===== src/rtl/picorv32_mem_arbiter_pkg.sv =====
// Shared types for the two-requester PicoRV32 memory arbiter.
// Round-robin tie-break is enabled with PICORV_ARB_ROUND_ROBIN_EN.
package picorv_arb_pkg;

  localparam int ADDR_W_DEF = 32;
  localparam int DATA_W_DEF = 32;
  localparam int CNT_W_DEF  = 16;

  typedef enum logic [1:0] {
    IDLE,
    GRANT,
    DONE
  } arb_state_e;

  typedef struct packed {
    logic                      instr;
    logic [ADDR_W_DEF-1:0]     addr;
    logic [DATA_W_DEF-1:0]     wdata;
    logic [DATA_W_DEF/8-1:0]   wstrb;
  } mem_req_t;

endpackage


===== src/rtl/picorv32_mem_arbiter_if.sv =====
// PicoRV32-native memory port: valid/ready handshake plus request
// fields and read data. Master issues requests, slave answers them.
interface picorv32_mem_arbiter_if #(
  parameter int ADDR_W = 32,
  parameter int DATA_W = 32
);
  logic              valid;
  logic              instr;
  logic [ADDR_W-1:0] addr;
  logic [DATA_W-1:0] wdata;
  logic [DATA_W/8-1:0] wstrb;
  logic              ready;
  logic [DATA_W-1:0] rdata;

  modport master (
    output valid, instr, addr, wdata, wstrb,
    input  ready, rdata
  );

  modport slave (
    input  valid, instr, addr, wdata, wstrb,
    output ready, rdata
  );
endinterface


===== src/rtl/picorv32_mem_arbiter_pick.sv =====
// Winner select for the memory arbiter. Tie-break mode is chosen by
// PICORV_ARB_ROUND_ROBIN_EN (defined: alternate, else req 0 wins).
module picorv_arb_pick (
  input  logic v0,
  input  logic v1,
  input  logic last,
  output logic any,
  output logic gnt
);

  assign any = v0 | v1;

`ifdef PICORV_ARB_ROUND_ROBIN_EN
  always_comb begin
    gnt = 1'b0;
    unique case (1'b1)
      (v0 & v1):  gnt = ~last;
      (v1 & ~v0): gnt = 1'b1;
      default:    gnt = 1'b0;
    endcase
  end
`else
  logic unused_last;
  assign unused_last = last;
  assign gnt = v1 & ~v0;
`endif

endmodule


===== src/rtl/picorv32_mem_arbiter.sv =====
// Two-to-one PicoRV32 memory port arbiter: one whole transfer per grant.
// Tie-break selected by PICORV_ARB_ROUND_ROBIN_EN (see picorv_arb_pick).
module picorv32_mem_arbiter
  import picorv_arb_pkg::*;
#(
  parameter int ADDR_W = ADDR_W_DEF,
  parameter int DATA_W = DATA_W_DEF,
  parameter int CNT_W  = CNT_W_DEF
) (
  input  logic                   clk,
  input  logic                   resetn,
  picorv32_mem_arbiter_if.slave  m0,
  picorv32_mem_arbiter_if.slave  m1,
  picorv32_mem_arbiter_if.master mem,
  output logic                   arb_busy,
  output logic                   arb_owner,
  output logic [CNT_W-1:0]       gnt_cnt0,
  output logic [CNT_W-1:0]       gnt_cnt1
);

  arb_state_e       state;
  mem_req_t         req;
  mem_req_t         win;
  logic             valid_q;
  logic             busy_q;
  logic             owner_q;
  logic [CNT_W-1:0] cnt0_q;
  logic [CNT_W-1:0] cnt1_q;
  logic             any;
  logic             pick;
  logic             done_hit;

  picorv_arb_pick u_pick (
    .v0   (m0.valid),
    .v1   (m1.valid),
    .last (owner_q),
    .any  (any),
    .gnt  (pick)
  );

  always_comb begin
    win = '0;
    if (pick) begin
      win.instr = m1.instr;
      win.addr  = m1.addr;
      win.wdata = m1.wdata;
      win.wstrb = m1.wstrb;
    end else begin
      win.instr = m0.instr;
      win.addr  = m0.addr;
      win.wdata = m0.wdata;
      win.wstrb = m0.wstrb;
    end
  end

  // Counters saturate at all-ones rather than wrapping.
  always_ff @(posedge clk or negedge resetn) begin
    if (!resetn) begin
      state   <= IDLE;
      req     <= '0;
      valid_q <= 1'b0;
      busy_q  <= 1'b0;
      owner_q <= 1'b0;
      cnt0_q  <= '0;
      cnt1_q  <= '0;
    end else begin
      unique case (state)
        IDLE: begin
          if (any) begin
            req     <= win;
            owner_q <= pick;
            valid_q <= 1'b1;
            busy_q  <= 1'b1;
            state   <= GRANT;
            if (pick) begin
              if (~&cnt1_q) cnt1_q <= cnt1_q + 1'b1;
            end else begin
              if (~&cnt0_q) cnt0_q <= cnt0_q + 1'b1;
            end
          end
        end
        GRANT: begin
          if (mem.ready) begin
            valid_q <= 1'b0;
            busy_q  <= 1'b0;
            state   <= DONE;
          end
        end
        DONE:    state <= IDLE;
        default: state <= IDLE;
      endcase
    end
  end

  assign done_hit  = (state == GRANT) & mem.ready;

  assign m0.ready  = done_hit & ~owner_q;
  assign m1.ready  = done_hit & owner_q;
  assign m0.rdata  = m0.ready ? mem.rdata : '0;
  assign m1.rdata  = m1.ready ? mem.rdata : '0;

  assign mem.valid = valid_q;
  assign mem.instr = req.instr;
  assign mem.addr  = req.addr[ADDR_W-1:0];
  assign mem.wdata = req.wdata[DATA_W-1:0];
  assign mem.wstrb = req.wstrb[DATA_W/8-1:0];

  assign arb_busy  = busy_q;
  assign arb_owner = owner_q;
  assign gnt_cnt0  = cnt0_q;
  assign gnt_cnt1  = cnt1_q;

endmodule


===== src/flat_wrapper.sv =====
// flat-port wrapper written by rule: the top's interface ports become plain ports
module picorv32_mem_arbiter_flat import picorv_arb_pkg::*;
#(
  parameter int ADDR_W = ADDR_W_DEF,
  parameter int DATA_W = DATA_W_DEF,
  parameter int CNT_W  = CNT_W_DEF
)
  (clk, resetn, arb_busy, arb_owner, gnt_cnt0, gnt_cnt1, m0_valid, m0_instr, m0_addr, m0_wdata, m0_wstrb, m0_ready, m0_rdata, m1_valid, m1_instr, m1_addr, m1_wdata, m1_wstrb, m1_ready, m1_rdata, mem_valid, mem_instr, mem_addr, mem_wdata, mem_wstrb, mem_ready, mem_rdata);
  picorv32_mem_arbiter_if #(.ADDR_W(ADDR_W), .DATA_W(DATA_W)) m0_i ();
  picorv32_mem_arbiter_if #(.ADDR_W(ADDR_W), .DATA_W(DATA_W)) m1_i ();
  picorv32_mem_arbiter_if #(.ADDR_W(ADDR_W), .DATA_W(DATA_W)) mem_i ();
  input  logic clk;
  input  logic resetn;
  output logic arb_busy;
  output logic arb_owner;
  output logic [CNT_W-1:0] gnt_cnt0;
  output logic [CNT_W-1:0] gnt_cnt1;
  input wire logic [$bits(m0_i.valid)-1:0] m0_valid;
  input wire logic [$bits(m0_i.instr)-1:0] m0_instr;
  input wire logic [$bits(m0_i.addr)-1:0] m0_addr;
  input wire logic [$bits(m0_i.wdata)-1:0] m0_wdata;
  input wire logic [$bits(m0_i.wstrb)-1:0] m0_wstrb;
  output wire logic [$bits(m0_i.ready)-1:0] m0_ready;
  output wire logic [$bits(m0_i.rdata)-1:0] m0_rdata;
  input wire logic [$bits(m1_i.valid)-1:0] m1_valid;
  input wire logic [$bits(m1_i.instr)-1:0] m1_instr;
  input wire logic [$bits(m1_i.addr)-1:0] m1_addr;
  input wire logic [$bits(m1_i.wdata)-1:0] m1_wdata;
  input wire logic [$bits(m1_i.wstrb)-1:0] m1_wstrb;
  output wire logic [$bits(m1_i.ready)-1:0] m1_ready;
  output wire logic [$bits(m1_i.rdata)-1:0] m1_rdata;
  output wire logic [$bits(mem_i.valid)-1:0] mem_valid;
  output wire logic [$bits(mem_i.instr)-1:0] mem_instr;
  output wire logic [$bits(mem_i.addr)-1:0] mem_addr;
  output wire logic [$bits(mem_i.wdata)-1:0] mem_wdata;
  output wire logic [$bits(mem_i.wstrb)-1:0] mem_wstrb;
  input wire logic [$bits(mem_i.ready)-1:0] mem_ready;
  input wire logic [$bits(mem_i.rdata)-1:0] mem_rdata;
  assign m0_i.valid = m0_valid;
  assign m0_i.instr = m0_instr;
  assign m0_i.addr = m0_addr;
  assign m0_i.wdata = m0_wdata;
  assign m0_i.wstrb = m0_wstrb;
  assign m0_ready = m0_i.ready;
  assign m0_rdata = m0_i.rdata;
  assign m1_i.valid = m1_valid;
  assign m1_i.instr = m1_instr;
  assign m1_i.addr = m1_addr;
  assign m1_i.wdata = m1_wdata;
  assign m1_i.wstrb = m1_wstrb;
  assign m1_ready = m1_i.ready;
  assign m1_rdata = m1_i.rdata;
  assign mem_valid = mem_i.valid;
  assign mem_instr = mem_i.instr;
  assign mem_addr = mem_i.addr;
  assign mem_wdata = mem_i.wdata;
  assign mem_wstrb = mem_i.wstrb;
  assign mem_i.ready = mem_ready;
  assign mem_i.rdata = mem_rdata;
  picorv32_mem_arbiter #(.ADDR_W(ADDR_W), .DATA_W(DATA_W), .CNT_W(CNT_W)) u_core (.clk(clk), .resetn(resetn), .m0(m0_i), .m1(m1_i), .mem(mem_i), .arb_busy(arb_busy), .arb_owner(arb_owner), .gnt_cnt0(gnt_cnt0), .gnt_cnt1(gnt_cnt1));
endmodule

===== config.mk =====
export PLATFORM = sky130hd
export DESIGN_NAME = picorv32_mem_arbiter_flat
export DESIGN_NICKNAME = d
export VERILOG_FILES = /design/src/rtl/picorv32_mem_arbiter_pkg.sv /design/src/rtl/picorv32_mem_arbiter_if.sv /design/src/rtl/picorv32_mem_arbiter_pick.sv /design/src/rtl/picorv32_mem_arbiter.sv /design/src/flat_wrapper.sv
export SDC_FILE = /design/constraint.sdc
export NUM_CORES = 1
export LEC_CHECK = 0
export CORE_AREA = 2 2 134 136
export CTS_BUF_LIST = sky130_fd_sc_hd__clkbuf_2 sky130_fd_sc_hd__clkbuf_4 sky130_fd_sc_hd__clkbuf_8
export DETAILED_ROUTE_END_ITERATION = 8
export DIE_AREA = 0 0 136 138
export DONT_BUFFER_PORTS = 1
export PLACE_DENSITY_LB_ADDON = 0.2
export SYNTH_ARGS = -nofsm -noshare
export SYNTH_HDL_FRONTEND = slang
export SYNTH_SLANG_ARGS = --single-unit

===== constraint.sdc =====
create_clock -name clk -period 1.5 [get_ports clk]
set_input_delay 0.225 -clock clk [delete_from_list [all_inputs] [get_ports clk]]
set_output_delay 0.225 -clock clk [all_outputs]
set_load 0.01 [all_outputs]

==> impl_metrics.ini, run 1 <==
[route]
drt-vias-per-instance = 5.08
drtAntennaViolNets = 0
initialDrtViolationCount = 134
wl_per_cell_um = 20.2
via_count = 4359
drc = 0
drt_first_pass_iters = 4
finalWirelength_mm = 17.4

[global_route]
antenna_found_initial = 1
use_met3 = 0.0513
grt_pass1_vias = 4266
grt_overflow = 0
grt_max_degree = 106
grtUsageMet2 = 0.262
grt_usage = 0.159
grt_pass1_wl_mm = 23.5
grt-busiest-layer = met2
grt_use_met1 = 0.201

[setup_path]
critical_path_class = reg2out
rr_startpoint = u_core.gnt_cnt0[1]$_DFFE_PN0P_
cp-start-kind = register
r2r_cells = 6
crit_slowest_cell = dfrtp_1
cp_max_fo = 33
timing.rr.end = u_core.gnt_cnt0[1]$_DFFE_PN0P_
path_delay_family = simple AND/OR/NAND/NOR gates
worstPathCellList = buf_4 -> nand3b_1 -> nor2_2 -> buf_12 -> and2_1
critPathMaxStageDelay_ps = 370
r2r_slack_ps = -150
end_kind = output port
path_buf_inv = 2
crit_required_ps = 1270
cp.arrival_ps = 1580

[final_layout]
syn_to_final_growth_pct = 38.6
diodes = 0
multi_input_area_mm2 = 0.00315
utilization = 0.423
seqCellArea_mm2 = 0.00264
nNetsFinal = 801
fin_cells = 858
drive_gt1_frac = 0.356
fill_cells = 1677

[place]
io_buffers = 0
place.gp.congestion = 0.800
dp_hpwl_mm = 11.1
dp.cells = 797
dpl_worst_slack_ps = -164

[power]
pwr_density_cell_mw_per_mm2 = 1580
cell_internal_pwr_mw = 6.85
leakage_nw = 3.28
p_comb_frac = 0.406
switchingPower_mw = 4.88
ir_drop_v = 0.000694
seq_power_share = 0.448
netSwitchingFraction = 0.416
clockPowerShare = 0.146

[clocking]
cts_hold_buf = 2
cts.sinks = 105
root_buffer = clkbuf_8
clock_path_buffers = 2
clkTransAtPathRegs_ps = 110
tritoncts = yes
h-tree-depth = 3
clk-insertion-delay-late_ps = 380
cts_made_buffers = 9

[logic_synthesis]
synth_area_mm2 = 0.00535
synth_cell_types = 38
ys.flop_type = dfrtp_1
ys_ff_latch = 105
synth_edf_count = 0
synthTopCellsByCount = 105 x dfrtp_1, 82 x nand2_1, 74 x o21ai_0, 69 x mux2i_1, 34 x and2_1
synth_nets = 709
netlist.area_leader.share = 0.492
yosysWarnings = 0
yosysSeqAreaShare = 0.492
yosysMostFrequentCell = dfrtp_1
netlist_top_cells_area = dfrtp_1 49%, mux2i_1 13%, o21ai_0 6.9%
synthArstFlopShare = 1.00
synthCells = 532
yosysTopAreaCell = dfrtp_1
avgSynthCellArea_um2 = 10.0

[floorplan]
ios = 345
start_util = 0.305
fp.dieArea_mm2 = 0.0188
die_h_um = 138
coreArea_mm2 = 0.0175
fp-row-count = 49
dieWidth_um = 136

[timing]
hold_viol_final = 105
finalSetupViolCount = 85
tns_ps = -19410
layout_min_cycle_time_ps = 1800
setup_ws_ps = -300
fmax_mhz = 556
grt_setup_unrepaired = true
max_slew_margin = 0.664
drv_slew = 0
timing.hold.ws_ps = -476
fin_crit_sh = 1.20
worstMarginPinSlew_ps = 502
fin_skew_ps = 13.9

[outcome]
status = finished with violations
violations = negative hold slack, negative setup slack

[hold_path]
hold_path_class = in2async

[job]
drv_cap = 0
[power by group through the flow]
| stage | clock network (mW) | registers, mW | logic (mW) |
|---|---|---|---|
| global placement | 0 | 5.31 | 3.16 |
| detailed placement | 0 | 5.30 | 3.29 |
| floorplan | 0 | 5.16 | 2.06 |
| global route | 1.94 | 5.40 | 5.23 |
| CTS | 1.80 | 5.27 | 3.64 |
| finish | 1.71 | 5.26 | 4.76 |
[timing repair]
action                     CTS  global route
hold endpoints to repair   107           105
setup endpoints to repair   90           126
buffers inserted            15            16
resized for setup           64            76
gates cloned                 0            12
pin swaps                   16            30
[through the flow]
step                      cell area (µm²)  power, mW
after floorplan                      5430       7.22
after global placement               6170       8.47
after detailed placement             6170       8.59
after CTS                            6830       10.7
after global routing                 7410       12.6
final                                7410       11.7
[routing by layer]
metal / routed length, µm / up-vias / share of wire
li1: - / 2041 / -
met1: 6930 / 2109 / 0.40
met2: 8830 / 194 / 0.51
met3: 1410 / 13 / 0.081
met4: 174 / 2 / 0.010
met5: 7 / - / 0.00040
[area by class of cell]
type	instances	share of cell area
well taps	229	0.0387
clock inverters	6	0.00675
inverters	3	0.00152
flip-flops and latches	105	0.356
repair buffers	115	0.154
clock buffers	10	0.0186
multi-input cells	390	0.425
[worst max path at each step]
stage	slack, ps	cells past startpoint	end	start
after floorplan	-150	5	u_core.gnt_cnt0[1]$_DFFE_PN0P_	u_core.gnt_cnt0[1]$_DFFE_PN0P_
after global placement	-150	5	u_core.gnt_cnt0[1]$_DFFE_PN0P_	u_core.gnt_cnt0[0]$_DFFE_PN0P_
after detailed placement	-160	5	u_core.gnt_cnt0[1]$_DFFE_PN0P_	u_core.gnt_cnt0[0]$_DFFE_PN0P_
after CTS	-300	4	m0_rdata[29]	u_core.state[1]$_DFFE_PN0P_
after global routing	-390	5	m0_rdata[18]	u_core.state[0]$_DFFE_PN0P_
final	-300	5	m0_rdata[29]	u_core.state[0]$_DFFE_PN0P_
[cells by family (layout without fill, tap and decap cells)]
group,after synthesis,in the layout,synth area share
fa+ha+maj,2,2,0.00468
mux,71,71,0.134
buf+inv,38,134,0.0323
flops,105,105,0.492
simple gates,211,211,0.219
compound gates,77,78,0.0728
xor+xnor,28,28,0.0459
[cell usage in the layout, fill, tap and decap left out, types with 3 or more instances in the layout]
cell type / count
and3_4: 33
clkbuf_8: 10
nand4_1: 8
nor2_4: 3
nor4_4: 12
nor2_2: 4
dfrtp_1: 99
xnor2_1: 3
nor3_2: 3
xor2_1: 25
buf_4: 81
clkbuf_16: 6
and2_1: 33
nand3_1: 4
o21ai_0: 40
nand2_1: 80
buf_12: 8
buf_6: 18
mux2i_1: 69
nor3_4: 4
nor3b_4: 3
dfrtp_2: 6
o21ai_1: 32
[flip-flops by register name, summed over array words and instances, names as in the netlist]
name and flops:
u_core.arb_owner 1, u_core.state 2, u_core.mem.wdata 32, u_core.mem.wstrb 4, u_core.gnt_cnt0 16, u_core.gnt_cnt1 16, u_core.mem.valid 1, u_core.mem.addr 32
u_core.mem.instr 1
(Power assumes the default switching activity.)
==> inputs of run 2 (changes only) <==
- CAP_MARGIN: not set -> 20
==> results of run 2 <==
Same layout as run 1: the final DEF is identical, and so are final timing and power.
